--- src/rtl/conware_frame_stats_pkg.sv ---
// Shared definitions for the conware frame-statistics stage: default sizes,
// skid-buffer state encoding and the cell popcount helper.
package conware_pkg;

  localparam int CONWARE_DATA_WIDTH      = 32;
  localparam int CONWARE_WORDS_PER_FRAME = 32;
  localparam int CONWARE_POP_WIDTH       = 11;

  typedef enum logic [1:0] {
    EMPTY = 2'd0,
    ONE   = 2'd1,
    TWO   = 2'd2
  } skid_state_e;

  // Number of live cells in one board word.
  function automatic logic [CONWARE_POP_WIDTH-1:0] popcount(
    input logic [CONWARE_DATA_WIDTH-1:0] word
  );
    logic [CONWARE_POP_WIDTH-1:0] cnt;
    cnt = {CONWARE_POP_WIDTH{1'b0}};
    for (int i = 0; i < CONWARE_DATA_WIDTH; i++) begin
      cnt = cnt + {{(CONWARE_POP_WIDTH-1){1'b0}}, word[i]};
    end
    return cnt;
  endfunction

endpackage

--- src/rtl/conware_frame_stats_if.sv ---
// AXI4-Stream bundle used for the board stream on both sides of the stage.
interface conware_frame_stats_if #(
  parameter int DATA_WIDTH = 32
) ();

  logic [DATA_WIDTH-1:0]   TDATA;
  logic                    TVALID;
  logic                    TLAST;
  logic                    TREADY;
  logic [DATA_WIDTH/8-1:0] TKEEP;
  logic [DATA_WIDTH/8-1:0] TSTRB;

  modport master (
    output TDATA, TVALID, TLAST, TKEEP, TSTRB,
    input  TREADY
  );

  modport slave (
    input  TDATA, TVALID, TLAST,
    output TREADY
  );

endinterface

--- src/rtl/conware_axis_skid.sv ---
// Two-entry registered skid buffer: main output register plus one skid slot,
// with a registered upstream ready so the sink stall never reaches it combinationally.
module conware_axis_skid
  import conware_pkg::*;
#(
  parameter int WIDTH = 33
) (
  input  logic             clk,
  input  logic             rst,
  input  logic [WIDTH-1:0] in_data,
  input  logic             in_valid,
  output logic             in_ready,
  output logic [WIDTH-1:0] out_data,
  output logic             out_valid,
  input  logic             out_ready
);

  skid_state_e      state_r;
  skid_state_e      state_s;
  logic [WIDTH-1:0] main_r;
  logic [WIDTH-1:0] skid_r;
  logic             ready_r;
  logic             valid_r;
  logic             in_beat_s;
  logic             out_beat_s;
  logic             load_main_in_s;
  logic             load_main_skid_s;
  logic             load_skid_s;

  assign in_beat_s  = in_valid & ready_r;
  assign out_beat_s = valid_r & out_ready;

  // Next state and register load selects.
  always_comb begin
    state_s          = state_r;
    load_main_in_s   = 1'b0;
    load_main_skid_s = 1'b0;
    load_skid_s      = 1'b0;
    case (state_r)
      EMPTY: begin
        if (in_beat_s) begin
          state_s        = ONE;
          load_main_in_s = 1'b1;
        end else begin
          state_s = EMPTY;
        end
      end
      ONE: begin
        if (in_beat_s && out_beat_s) begin
          state_s        = ONE;
          load_main_in_s = 1'b1;
        end else if (in_beat_s) begin
          state_s     = TWO;
          load_skid_s = 1'b1;
        end else if (out_beat_s) begin
          state_s = EMPTY;
        end else begin
          state_s = ONE;
        end
      end
      TWO: begin
        // ready is low in TWO, so only the drain transition is possible here
        if (out_beat_s) begin
          state_s          = ONE;
          load_main_skid_s = 1'b1;
        end else begin
          state_s = TWO;
        end
      end
      default: begin
        state_s = EMPTY;
      end
    endcase
  end

  // State, handshake flags and payload registers.
  always_ff @(posedge clk) begin
    if (rst) begin
      state_r <= EMPTY;
      ready_r <= 1'b0;
      valid_r <= 1'b0;
      main_r  <= {WIDTH{1'b0}};
      skid_r  <= {WIDTH{1'b0}};
    end else begin
      state_r <= state_s;
      ready_r <= (state_s != TWO);
      valid_r <= (state_s != EMPTY);
      if (load_main_in_s) begin
        main_r <= in_data;
      end else if (load_main_skid_s) begin
        main_r <= skid_r;
      end
      if (load_skid_s) begin
        skid_r <= in_data;
      end
    end
  end

  assign in_ready  = ready_r;
  assign out_data  = main_r;
  assign out_valid = valid_r;

endmodule

--- src/rtl/conware_frame_stats.sv ---
// Forwards the Game-of-Life board stream and reports per-generation population
// and frame-length status. Optional generation counter: CONWARE_FRAME_STATS_GEN_COUNT_EN.
module conware_frame_stats
  import conware_pkg::*;
#(
  parameter int DATA_WIDTH      = CONWARE_DATA_WIDTH,
  parameter int WORDS_PER_FRAME = CONWARE_WORDS_PER_FRAME,
  parameter int POP_WIDTH       = CONWARE_POP_WIDTH
) (
  input  logic                  ACLK,
  input  logic                  ARESET,
  conware_frame_stats_if.slave  s_axis,
  conware_frame_stats_if.master m_axis,
  output logic [POP_WIDTH-1:0]  POP_COUNT,
  output logic                  FRAME_DONE,
  output logic                  LEN_ERR
`ifdef CONWARE_FRAME_STATS_GEN_COUNT_EN
  ,
  output logic [15:0]           GEN_COUNT,
  output logic [7:0]            GEN_LED
`endif
);

  localparam int IDX_W = $clog2(WORDS_PER_FRAME + 1);
  localparam logic [IDX_W:0] WPF_C = (IDX_W + 1)'(WORDS_PER_FRAME);

  logic [DATA_WIDTH:0]         in_payload_s;
  logic [DATA_WIDTH:0]         out_payload_s;
  logic                        s_ready_s;
  logic                        m_valid_s;
  logic                        in_beat_s;
  logic [CONWARE_DATA_WIDTH-1:0] pc_word_s;
  logic [POP_WIDTH-1:0]        pc_s;
  logic [POP_WIDTH-1:0]        sum_s;
  logic [IDX_W:0]              idx_inc_s;
  logic                        idx_full_s;
  logic                        len_err_s;
  logic [POP_WIDTH-1:0]        acc_r;
  logic [IDX_W-1:0]            idx_r;
  logic [POP_WIDTH-1:0]        pop_count_r;
  logic                        frame_done_r;
  logic                        len_err_r;

  assign in_payload_s = {s_axis.TDATA, s_axis.TLAST};

  conware_axis_skid #(
    .WIDTH (DATA_WIDTH + 1)
  ) u_skid (
    .clk       (ACLK),
    .rst       (ARESET),
    .in_data   (in_payload_s),
    .in_valid  (s_axis.TVALID),
    .in_ready  (s_ready_s),
    .out_data  (out_payload_s),
    .out_valid (m_valid_s),
    .out_ready (m_axis.TREADY)
  );

  assign s_axis.TREADY = s_ready_s;
  assign m_axis.TVALID = m_valid_s;
  assign m_axis.TDATA  = out_payload_s[DATA_WIDTH:1];
  assign m_axis.TLAST  = out_payload_s[0];
  assign m_axis.TKEEP  = {(DATA_WIDTH/8){1'b1}};
  assign m_axis.TSTRB  = {(DATA_WIDTH/8){1'b1}};

  assign in_beat_s = s_axis.TVALID & s_ready_s;

  // Zero-extend the incoming word to the shared popcount width.
  always_comb begin
    pc_word_s                 = {CONWARE_DATA_WIDTH{1'b0}};
    pc_word_s[DATA_WIDTH-1:0] = s_axis.TDATA;
  end

  assign pc_s       = POP_WIDTH'(popcount(pc_word_s));
  assign sum_s      = acc_r + pc_s;
  assign idx_inc_s  = {1'b0, idx_r} + {{IDX_W{1'b0}}, 1'b1};
  assign idx_full_s = ({1'b0, idx_r} == WPF_C);
  // a saturated index gives idx+1 = WORDS_PER_FRAME+1, so the length error follows naturally
  assign len_err_s  = (idx_inc_s != WPF_C);

  // Per-generation accumulation and status update on accepted input beats.
  always_ff @(posedge ACLK) begin
    if (ARESET) begin
      acc_r        <= {POP_WIDTH{1'b0}};
      idx_r        <= {IDX_W{1'b0}};
      pop_count_r  <= {POP_WIDTH{1'b0}};
      frame_done_r <= 1'b0;
      len_err_r    <= 1'b0;
    end else begin
      frame_done_r <= in_beat_s & s_axis.TLAST;
      if (in_beat_s) begin
        if (s_axis.TLAST) begin
          pop_count_r <= sum_s;
          len_err_r   <= len_err_s;
          acc_r       <= {POP_WIDTH{1'b0}};
          idx_r       <= {IDX_W{1'b0}};
        end else begin
          acc_r <= sum_s;
          if (!idx_full_s) begin
            idx_r <= idx_inc_s[IDX_W-1:0];
          end
        end
      end
    end
  end

  assign POP_COUNT  = pop_count_r;
  assign FRAME_DONE = frame_done_r;
  assign LEN_ERR    = len_err_r;

`ifdef CONWARE_FRAME_STATS_GEN_COUNT_EN
  logic [15:0] gen_count_r;

  // Generation counter, advancing together with POP_COUNT.
  always_ff @(posedge ACLK) begin
    if (ARESET) begin
      gen_count_r <= 16'd0;
    end else if (in_beat_s && s_axis.TLAST) begin
      gen_count_r <= gen_count_r + 16'd1;
    end
  end

  assign GEN_COUNT = gen_count_r;
  assign GEN_LED   = gen_count_r[7:0];
`endif

endmodule

--- src/flat_wrapper.sv ---
// flat-port wrapper written by rule: the top's interface ports become plain ports
module conware_frame_stats_flat import conware_pkg::*;
#(
  parameter int DATA_WIDTH      = CONWARE_DATA_WIDTH,
  parameter int WORDS_PER_FRAME = CONWARE_WORDS_PER_FRAME,
  parameter int POP_WIDTH       = CONWARE_POP_WIDTH
)
  (ACLK, ARESET, POP_COUNT, FRAME_DONE, LEN_ERR, s_axis_TDATA, s_axis_TVALID, s_axis_TLAST, s_axis_TREADY, m_axis_TDATA, m_axis_TVALID, m_axis_TLAST, m_axis_TKEEP, m_axis_TSTRB, m_axis_TREADY);
  conware_frame_stats_if #(.DATA_WIDTH(DATA_WIDTH)) s_axis_i ();
  conware_frame_stats_if #(.DATA_WIDTH(DATA_WIDTH)) m_axis_i ();
  input  logic ACLK;
  input  logic ARESET;
  output logic [POP_WIDTH-1:0] POP_COUNT;
  output logic FRAME_DONE;
  output logic LEN_ERR;
  input wire logic [$bits(s_axis_i.TDATA)-1:0] s_axis_TDATA;
  input wire logic [$bits(s_axis_i.TVALID)-1:0] s_axis_TVALID;
  input wire logic [$bits(s_axis_i.TLAST)-1:0] s_axis_TLAST;
  output wire logic [$bits(s_axis_i.TREADY)-1:0] s_axis_TREADY;
  output wire logic [$bits(m_axis_i.TDATA)-1:0] m_axis_TDATA;
  output wire logic [$bits(m_axis_i.TVALID)-1:0] m_axis_TVALID;
  output wire logic [$bits(m_axis_i.TLAST)-1:0] m_axis_TLAST;
  output wire logic [$bits(m_axis_i.TKEEP)-1:0] m_axis_TKEEP;
  output wire logic [$bits(m_axis_i.TSTRB)-1:0] m_axis_TSTRB;
  input wire logic [$bits(m_axis_i.TREADY)-1:0] m_axis_TREADY;
  assign s_axis_i.TDATA = s_axis_TDATA;
  assign s_axis_i.TVALID = s_axis_TVALID;
  assign s_axis_i.TLAST = s_axis_TLAST;
  assign s_axis_TREADY = s_axis_i.TREADY;
  assign m_axis_TDATA = m_axis_i.TDATA;
  assign m_axis_TVALID = m_axis_i.TVALID;
  assign m_axis_TLAST = m_axis_i.TLAST;
  assign m_axis_TKEEP = m_axis_i.TKEEP;
  assign m_axis_TSTRB = m_axis_i.TSTRB;
  assign m_axis_i.TREADY = m_axis_TREADY;
  conware_frame_stats #(.DATA_WIDTH(DATA_WIDTH), .WORDS_PER_FRAME(WORDS_PER_FRAME), .POP_WIDTH(POP_WIDTH)) u_core (.ACLK(ACLK), .ARESET(ARESET), .s_axis(s_axis_i), .m_axis(m_axis_i), .POP_COUNT(POP_COUNT), .FRAME_DONE(FRAME_DONE), .LEN_ERR(LEN_ERR));
endmodule
--- config.mk ---
export PLATFORM = sky130hd
export DESIGN_NAME = conware_frame_stats_flat
export DESIGN_NICKNAME = d
export VERILOG_FILES = /design/src/rtl/conware_frame_stats_pkg.sv /design/src/rtl/conware_frame_stats_if.sv /design/src/rtl/conware_axis_skid.sv /design/src/rtl/conware_frame_stats.sv /design/src/flat_wrapper.sv
export SDC_FILE = /design/constraint.sdc
export NUM_CORES = 1
export LEC_CHECK = 0
export ABC_AREA = 1
export CAP_MARGIN = 20
export CORE_ASPECT_RATIO = 1.1
export CORE_MARGIN = 1.5
export CORE_UTILIZATION = 48
export CTS_CLUSTER_SIZE = 16
export DETAILED_ROUTE_END_ITERATION = 10
export GPL_ROUTABILITY_DRIVEN = 0
export PLACE_DENSITY_LB_ADDON = 0.2
export SKIP_CTS_REPAIR_TIMING = 1
export SLEW_MARGIN = 0
export SYNTH_ARGS = -nofsm -noshare
export SYNTH_HDL_FRONTEND = slang
export SYNTH_SLANG_ARGS = --single-unit
--- constraint.sdc ---
create_clock -name ACLK -period 5.4 [get_ports ACLK]
set_input_delay 0.54 -clock ACLK [delete_from_list [all_inputs] [get_ports ACLK]]
set_output_delay 0.54 -clock ACLK [all_outputs]
set_load 0.01 [all_outputs]
* Word-level counts from Yosys, hierarchy flattened
Cells that the tools add are included.
** Operators by class
- Bitwise gates (word level) :: 3
- Add/sub/neg operators :: 33
- Reduce and logical (&&, ||, !) cells :: 6
- Mux-type cells :: 18
- Equality and inequality tests :: 6
** Operators by type and width (count)
- adder 11 x 1 -> 11 bit :: 30
- two-way mux 33 bit :: 2
- two-way mux 6 bit :: 2
- adder 11 bit :: 1
- two-way mux 11 bit :: 1
- two-way mux 1 bit :: 8
- adder 6 x 1 -> 7 bit, second input constant :: 1
- inequality test 7 x 6 -> 1 bit, second input constant :: 1
- == test 6 bit, second input constant :: 1
- two-way mux 2 bit :: 3
- one-hot mux 2 bit (3 select lines) :: 1
- inequality test 2 bit, second input constant :: 2
- AND reduction 2 bit :: 2
- nonzero test 2 bit :: 2
- bitwise AND 1 bit :: 3
- adder 1 x 1 -> 2 bit :: 1
- == test 2 x 1 -> 1 bit, second input constant :: 1
- == test 2 bit, second input constant :: 1
- zero test 2 bit :: 1
- one-hot mux 1 bit (2 select lines) :: 1
- logical AND 1 bit :: 1
** Word-level totals
- Logic and storage cells :: 76
- Flip-flop bits (word level) :: 100
- Output and inout bits :: 56
- Input port bits :: 37

* Logic depth before layout (Yosys ltp)
Gate-level depths: netlist of the first run.
- Word-level depth :: 33
- Gate-level depth with buffers :: 23
- Depth with buffers taken out :: 23

* Cells and area by module
Synthesis of the first run repeated with hierarchy kept, for this count alone.
** Unflattened totals
- Cells, all modules :: 830
- Area, all modules :: 5870.6 µm²
** Modules (own cells, without submodules)
- conware_axis_skid :: times used 1, seq. area each 1401.3 µm², cells each 496, area an instance 3305.7 µm²
- conware_frame_stats :: times used 1, seq. area each 600.6 µm², cells each 334, area an instance 2565.0 µm²

* Worst setup path before layout of the first run
No wires, ideal clock.
- Kind :: input to register
- Start point :: input port s_axis_TDATA[0]
- End point :: register u_core.pop_count_r[8], in the netlist u_core.POP_COUNT[8]
- Data required time :: 5.291 ns
- Library setup time :: 0.109 ns
- Arrival time :: 5.012 ns
- Path buffers :: 0
- Stages on the path :: 23
- Setup slack :: 0.279 ns
- Path through :: ha_1 > inv_1 > fa_1 > inv_1 > fa_1 > fa_1 > fa_1 > fa_1 > inv_1 > fa_1 > inv_1 > ha_1 > inv_1 > fa_1 > inv_1 > nand3_1 > nand3_1 > nand2_1 > nand2_1 > nand2_1 > nand2_1 > a21o_1 > inv_1
** On the way
- Longest elaborated chain between the ends :: 32
** RTL lines
- start: declaration :: RTL line flat_wrapper.sv:16 : input wire logic [$bits(s_axis_i.TDATA)-1:0] s_axis_TDATA;
- adder 1 x 1 -> 2 bit :: RTL line conware_frame_stats_pkg.sv:22 : cnt = cnt + {{(CONWARE_POP_WIDTH-1){1'b0}}, word[i]};
- adder 11 x 1 -> 11 bit (30 in series) :: RTL line conware_frame_stats_pkg.sv:22
- adder 11 bit :: RTL line conware_frame_stats.sv:75 : assign sum_s = acc_r + pc_s;
- end signal: assignment :: RTL line conware_frame_stats.sv:86 : pop_count_r <= {POP_WIDTH{1'b0}};
- end signal: assignment :: RTL line conware_frame_stats.sv:93 : pop_count_r <= sum_s;
- end: declaration :: RTL line conware_frame_stats.sv:40 : logic [POP_WIDTH-1:0] pop_count_r;
No other way between the ends.
A chain may end at the register's enable or synchronous reset.

* Worst setup path in the final report of the first run
- Start point :: input port s_axis_TDATA[22]
- End point :: register u_core.acc_r[6]
** On the way
- Longest elaborated chain between the ends :: 12
** RTL lines
- adder 11 x 1 -> 11 bit (10 in series) :: RTL line conware_frame_stats_pkg.sv:22
- adder 11 bit :: RTL line conware_frame_stats.sv:75
- two-way mux 11 bit :: RTL line conware_frame_stats.sv:92 : if (s_axis.TLAST) begin
- end signal: assignment :: RTL line conware_frame_stats.sv:84 : acc_r <= {POP_WIDTH{1'b0}};
- end signal: assignment :: RTL line conware_frame_stats.sv:95 : acc_r <= {POP_WIDTH{1'b0}};
- end signal: assignment :: RTL line conware_frame_stats.sv:98 : acc_r <= sum_s;
- end: declaration :: RTL line conware_frame_stats.sv:38 : logic [POP_WIDTH-1:0] acc_r;
No other way between the ends.

==> results of run 1 <==
[registers in the layout, indices dropped and copies added (netlist names)]
| name | cells |
|---|---|
| u_core.acc_r | 11 |
| u_core.u_skid.out_data | 33 |
| u_core.POP_COUNT | 11 |
| u_core.idx_r | 6 |
| u_core.LEN_ERR | 1 |
| u_core.FRAME_DONE | 1 |
| u_core.u_skid.out_valid | 1 |
| u_core.u_skid.state_r | 2 |
| u_core.u_skid.skid_r | 33 |
| u_core.u_skid.in_ready | 1 |
[cells in the mapped netlist, drive strengths merged]
cell type	n
nand2	167
inv	115
dfxtp	100
a21oi	55
o211ai	52
o21ai	31
ha	29
buf	28
nor2	28
fa	25
nand3	18
clkbuf	13
nor3b	7
xor2	5
nand3b	4
nand4	4
o21a	4
o21bai	4
a21o	2
xnor2	2
a21boi	1
a31oi	1
clkinv	1
conb	1
nor3	1
or2	1
[critical path: stages]
cell and delay [ns]:
clkdlybuf4s50_1 0.55, fa_1 0.48, fa_1 0.54, fa_1 0.48
fa_1 0.51, fa_1 0.52, inv_1 0.05, fa_1 0.45
inv_2 0.08, ha_4 0.13, inv_2 0.06, fa_2 0.37
inv_2 0.07, nand3_1 0.08, nand3_2 0.10, nand2_1 0.08
nand3b_1 0.12, nand3_1 0.08, a21oi_1 0.16
[worst paths after layout]
check	endpoint	slack, ns	cells past startpoint
worst min-delay path	u_core.u_skid.skid_r[19]	0.46	2
worst max-delay path	u_core.acc_r[6]	0.24	19
worst max register to register	u_core.POP_COUNT[7]	1.07	18
worst min register to register	u_core.u_skid.skid_r[19]	0.46	2
[layer usage]
metal  GRT usage [%]  up-vias  wire length, um
met5               0        -                0
met4            8.13        0              224
met3            5.16       20              676
met2            39.0      117             6310
met1            27.9     2248             5720
li1                -     2374                -
[layout make-up]
type                       count  area [um^2]
fill                         989         4290
inverter                     116          435
tap                          147          184
multi-input combinational    449         2900
sequential                   100         2000
clock buffer                  12          256
timing repair buffer         100          966
clock inverter                 4         23.8
[layout by cell type, fill, tap and decap left out, types with 2 or more instances in the layout]
master and count:
buf_4 16, inv_1 110, inv_2 5, o21a_1 4
o21ai_0 21, nand3_1 16, fa_2 2, a21oi_1 55
nand4_1 4, nor2_1 28, clkbuf_16 9, a21o_1 2
clkbuf_8 2, fa_1 23, o21ai_1 10, clkinv_2 3
clkdlybuf4s50_1 82, dfxtp_1 100, dlymetal6s2s_1 2, nand3_2 2
nand2_1 166, xnor2_1 2, conb_1 8, ha_1 28
xor2_1 5, o211ai_2 8, o21bai_1 3, o211ai_1 44
nand3b_1 4, nor3b_1 7
[power by group]
group          total (mW)  internal [mW]  switching (mW)
registers           0.832          0.798          0.0338
logic                1.71          0.761           0.954
clock network       0.615          0.337           0.279
total                3.16           1.90            1.27
[metrics by stage]
step / utilization [%] / TNS [ns] / setup WS (ns) / cells / hold slack (ns)
3_5_place_dp: 58.3 / -6.15 / -0.433 / 912 / 0.456
3_3_place_gp: 58.3 / -4.73 / -0.384 / 912 / 0.452
2_1_floorplan: - / 0 / 0.279 / 706 / 0.445
5_1_grt: 61.2 / -0.0000444 / -0.0000444 / 928 / 0.485
4_1_cts: 60.9 / -0.631 / -0.103 / 928 / 0.466
6_report: 61.2 / 0 / 0.236 / 928 / 0.465
[cells by family (layout without fill, tap and decap cells)]
family          Yosys count  in the layout  synth area share (%)
compound gates          150            150                  17.3
xor+xnor                  7              7                  1.12
fa+ha+maj                54             54                  15.7
buf+inv                 157            232                  12.0
flops                   100            100                  36.4
other cells               1              8                0.0682
simple gates            230            230                  17.4
==> impl_metrics.tcl, run 1 <==
set metrics [dict create \
    status "finished, final reports clean" \
    final_hold_viol_count 0 \
    port_buffers 84 \
    required_ns 5.68 \
    leakagePower_nw 3.06 \
    drt-pass1-iter-count 5 \
    place_area_mm2 0.00645 \
    synth-seq-cells 100 \
    ir_worst_vdd_uv 486 \
    r2r-start "u_core.acc_r[1]" \
    netlist_area_mm2 0.00550 \
    power_mw 3.16 \
    maxCapViolations 0 \
    drt_first_iter_violations 164 \
    area_delta_synth_final_pct 23.2 \
    antenna_cells 0 \
    cellPowerDensity_mw_per_mm2 467 \
    wirelength_um 12900 \
    gr-total-overflow 0 \
    syn_area_per_cell_um2 7.86 \
    stdcell_area_mm2 0.00677 \
    dieArea_mm2 0.0121 \
    seq_area_frac_synth_pct 36.4 \
    clk_latency_ns 0.35 \
    fin_crit_ns 5.16 \
    yosys.area.top_type_share_pct 36.4 \
    cts_made_buffers 9 \
    cts_max_level 3 \
    hpwlAfterDp_um 9080 \
    fin_worst_skew_ns 0.00771 \
    antenna_found_initial 0 \
    vias_per_cell 5.13 \
    die_h_um 115 \
    cts_buffer_depth 2 \
    hp-class "reg2reg" \
    tritoncts "built" \
    cp_data_arrival_time_ns 5.44 \
    finalMaxSlewViolations 0 \
    critPathKind "in2reg" \
    finalNetCount 867 \
    start_util_pct 49.7 \
    syn_inst 699 \
    fp.dieW_um 105 \
    drive_gt1_share_pct 6.79 \
    synth.area.top_cells "dfxtp_1 (36%), nand2_1 (11%), fa_1 (9.1%)" \
    first_global_vias 4629 \
    synth_warnings 0 \
    grt_max_degree 67 \
    slew_headroom_pct 30.7 \
    timing.final.setup_violations 0 \
    clk_pin_slew_ns 0.07 \
    drc 0 \
    core_mm2 0.0111 \
    critPathMaxFanout 3 \
    start_kind "input port" \
    post_drt_wl_per_cell_um 13.9 \
    fmax_ghz 0.194 \
    io_pins 93 \
    critPathLaunch "s_axis_TDATA[22]" \
    yosys.area.top_type "dfxtp_1" \
    endpoint_kind "flip-flop" \
    synth_cell_types 34 \
    cts-root-buf "clkbuf_16" \
    num_rows 40 \
    grt_pass1_wl_um 21900 \
    hp-start "u_core.u_skid.skid_r[19]" \
    timing.final.crit_share_pct 95.6 \
    grt_util_all_layers_pct 22.6 \
    worst_slew_pin_slew_ns 1.04 \
    num_vias 4759 \
    cts.sinks 100 \
    detail-route-antenna-nets 0 \
]
Note: power is estimated with default switching activity, not from simulation.
==> run 2: changes to the inputs <==
--- a/config.mk
+++ b/config.mk
@@ -9,10 +9,11 @@
 export CAP_MARGIN = 20
 export CORE_ASPECT_RATIO = 1.1
 export CORE_MARGIN = 1.5
-export CORE_UTILIZATION = 48
+export CORE_UTILIZATION = 54
 export CTS_CLUSTER_SIZE = 16
 export DETAILED_ROUTE_END_ITERATION = 10
 export GPL_ROUTABILITY_DRIVEN = 0
+export MAX_ROUTING_LAYER = met4
 export PLACE_DENSITY_LB_ADDON = 0.2
 export SKIP_CTS_REPAIR_TIMING = 1
 export SLEW_MARGIN = 0
==> constraint.sdc (replaced) <==
create_clock -name ACLK -period 4.97 [get_ports ACLK]
set_input_delay 0.497 -clock ACLK [delete_from_list [all_inputs] [get_ports ACLK]]
set_output_delay 0.497 -clock ACLK [all_outputs]
set_load 0.01 [all_outputs]
==> run 2 against run 1 <==
Sequential share of layout area shrank 0.22 points. Critical endpoint is now u_core.POP_COUNT[8]. First-iteration DRC count grew 96%. Wire length grew 0.75%. Die area shrank 11%. Utilization grew 7.8 points. Sequential power grew 8.7%. Register-to-register slack lost 0.44 ns. Global-route usage grew 2.8 points. Clock power shrank 11%.
==> impl_metrics.tcl, run 2 (same netlist as run 1, synthesis figures left out) <==
set metrics [dict create \
    hpwlAfterDp_um 9190 \
    finalNetCount 877 \
    drc 0 \
    hp-class "in2reg" \
    endpoint_kind "flip-flop" \
    rr_worst_depth 18 \
    timing.final.setup_violations 0 \
    area_delta_synth_final_pct 24.1 \
    worstHoldEndpoint "u_core.u_skid.skid_r[2]" \
    required_ns 5.25 \
    tritoncts "built" \
    detail-route-antenna-nets 0 \
    p_sw_mw 1.37 \
    critPathMaxStageDelay_ns 0.52 \
    maxCapViolations 0 \
    power.internal_mw 2.09 \
    final_cell_mix "nand2_1 (160), inv_1 (105), dfxtp_1 (100)" \
    dieArea_mm2 0.0108 \
    cts_buffer_depth 2 \
    timing.rr.end "u_core.POP_COUNT[8]" \
    num_rows 38 \
    cts.sinks 100 \
    grt_setup_unrepaired "yes" \
    gr-total-overflow 0 \
    place_area_mm2 0.00650 \
    first_global_vias 4499 \
    ir_worst_vdd_uv 581 \
    clockPowerShare_pct 15.8 \
    port_buffers 84 \
    rrSetupSlack_ns 0.63 \
    drive_gt1_share_pct 10.1 \
    grt_pass1_wl_um 21300 \
    path_buf_inv 8 \
    antenna_found_initial 0 \
    post_drt_wl_per_cell_um 14.3 \
    comb_power_share_pct 58.1 \
    clk_pin_slew_ns 0.09 \
    grt_max_degree 67 \
    timing.final.crit_share_pct 98.5 \
    worstHoldPathCells 3 \
    crit_chain "buf_8 -> ha_4 -> inv_2 -> fa_1 -> inv_2 -> fa_1 -> fa_1 -> fa_1 -> fa_1 -> inv_2 -> fa_1 -> inv_2 -> ha_4 -> inv_4 -> fa_2 -> inv_2 -> nand3_2 -> nand3_4 -> nand2_2 -> nand2_2 -> nand2_2 -> nand2_1 -> a21o_1 -> inv_1" \
    antenna_cells 0 \
    start_util_pct 55.6 \
    slew_headroom_pct 29.4 \
    io_pins 93 \
    leakagePower_nw 3.19 \
    start_kind "input port" \
    wirelength_um 13000 \
    post-route-util_pct 69.0 \
    mostFrequentLayoutCell "nand2_1" \
    cp_data_arrival_time_ns 5.18 \
    cts_max_level 3 \
    grt_util_all_layers_pct 25.5 \
    path_delay_family "adder cells" \
    fin_crit_ns 4.90 \
    critPathMaxFanout 3 \
    r2r-start "u_core.acc_r[1]" \
    clk_latency_ns 0.37 \
    status "finished, final reports clean" \
    p_sw_share_pct 39.7 \
    pwr-share-seq_pct 26.1 \
    final_hold_viol_count 0 \
    hp-start "s_axis_TDATA[1]" \
    worst_path_most_repeated_cell "fa_1" \
    core_mm2 0.00989 \
    critPathKind "in2reg" \
    drt-pass1-iter-count 5 \
    drt_first_iter_violations 321 \
    die_h_um 109 \
    cellPowerDensity_mw_per_mm2 508 \
    num_vias 4801 \
    finalMaxSlewViolations 0 \
    worst_slew_pin_slew_ns 1.06 \
    fmax_ghz 0.204 \
    cpMaxStageDelayCell "fa_1" \
    cts_made_buffers 9 \
    vias_per_cell 5.27 \
    fp.dieW_um 99.2 \
    stdcell_area_mm2 0.00682 \
    fin_worst_skew_ns 0.0128 \
    cts-root-buf "clkbuf_8" \
]
## run 2: cell count changes in the layout (fill, tap and decap cells not counted), moves of 9 or more
cell	before	now
dlymetal6s2s_1	2	14
buf_4	16	26
clkbuf_8	2	11
clkbuf_16	9	0
clkdlybuf4s50_1	82	68
## run 2: worst max path at each step
stage	from	to	slack, ns	cells past startpoint
final	s_axis_TDATA[0]	u_core.POP_COUNT[8]	0.07	24
after global routing	s_axis_TDATA[0]	u_core.POP_COUNT[8]	-0.08	24
after floorplan	s_axis_TDATA[1]	u_core.POP_COUNT[6]	-0.04	23
after CTS	s_axis_TDATA[1]	u_core.POP_COUNT[8]	-0.40	24
after global placement	s_axis_TDATA[0]	u_core.POP_COUNT[6]	-0.72	24
after detailed placement	s_axis_TDATA[1]	u_core.POP_COUNT[5]	-0.79	22
## run 2: power groups by stage
| stage | clock network [mW] | logic [mW] | registers [mW] |
|---|---|---|---|
| 3_3_place_gp | 0 | 1.83 | 0.919 |
| 3_5_place_dp | 0 | 1.89 | 0.922 |
| 5_1_grt | 0.592 | 2.23 | 0.911 |
| 2_1_floorplan | 0 | 1.14 | 0.936 |
| 6_report | 0.546 | 2.01 | 0.904 |
| 4_1_cts | 0.557 | 1.91 | 0.904 |
## run 2: worst min-delay path: cells and delay by family
| family | cells | cell delay [ns] |
|---|---|---|
| buf+inv | 1 | 0.10 |
| simple gates | 1 | 0.06 |
| compound gates | 1 | 0.05 |
## run 2: routing by layer
layer	track usage (%)	wire [um]	up-vias
li1	-	-	2386
met2	43.7	6620	121
met5	-	0	-
met3	4.36	580	8
met1	31.5	5700	2286
met4	6.54	118	0
## run 2: stage by stage
step	worst slack (ns)	cells	hold WS [ns]	setup TNS, ns	total power [mW]
6_report	0.0729	911	0.378	0	3.46
5_1_grt	-0.0763	911	0.369	-0.249	3.74
4_1_cts	-0.395	909	0.469	-6.11	3.37
3_5_place_dp	-0.792	893	0.455	-13.98	2.81
3_3_place_gp	-0.723	893	0.452	-12.41	2.75
2_1_floorplan	-0.0412	706	0.445	-0.0771	2.07
## run 2: final cells by class
type	count	area, um^2
Inverter	116	438
Clock inverter	5	60.1
Tap cell	120	150
Multi-Input combinational cell	449	2940
Sequential cell	100	2000
Fill cell	798	3070
Clock buffer	11	151
Timing Repair Buffer	110	1080
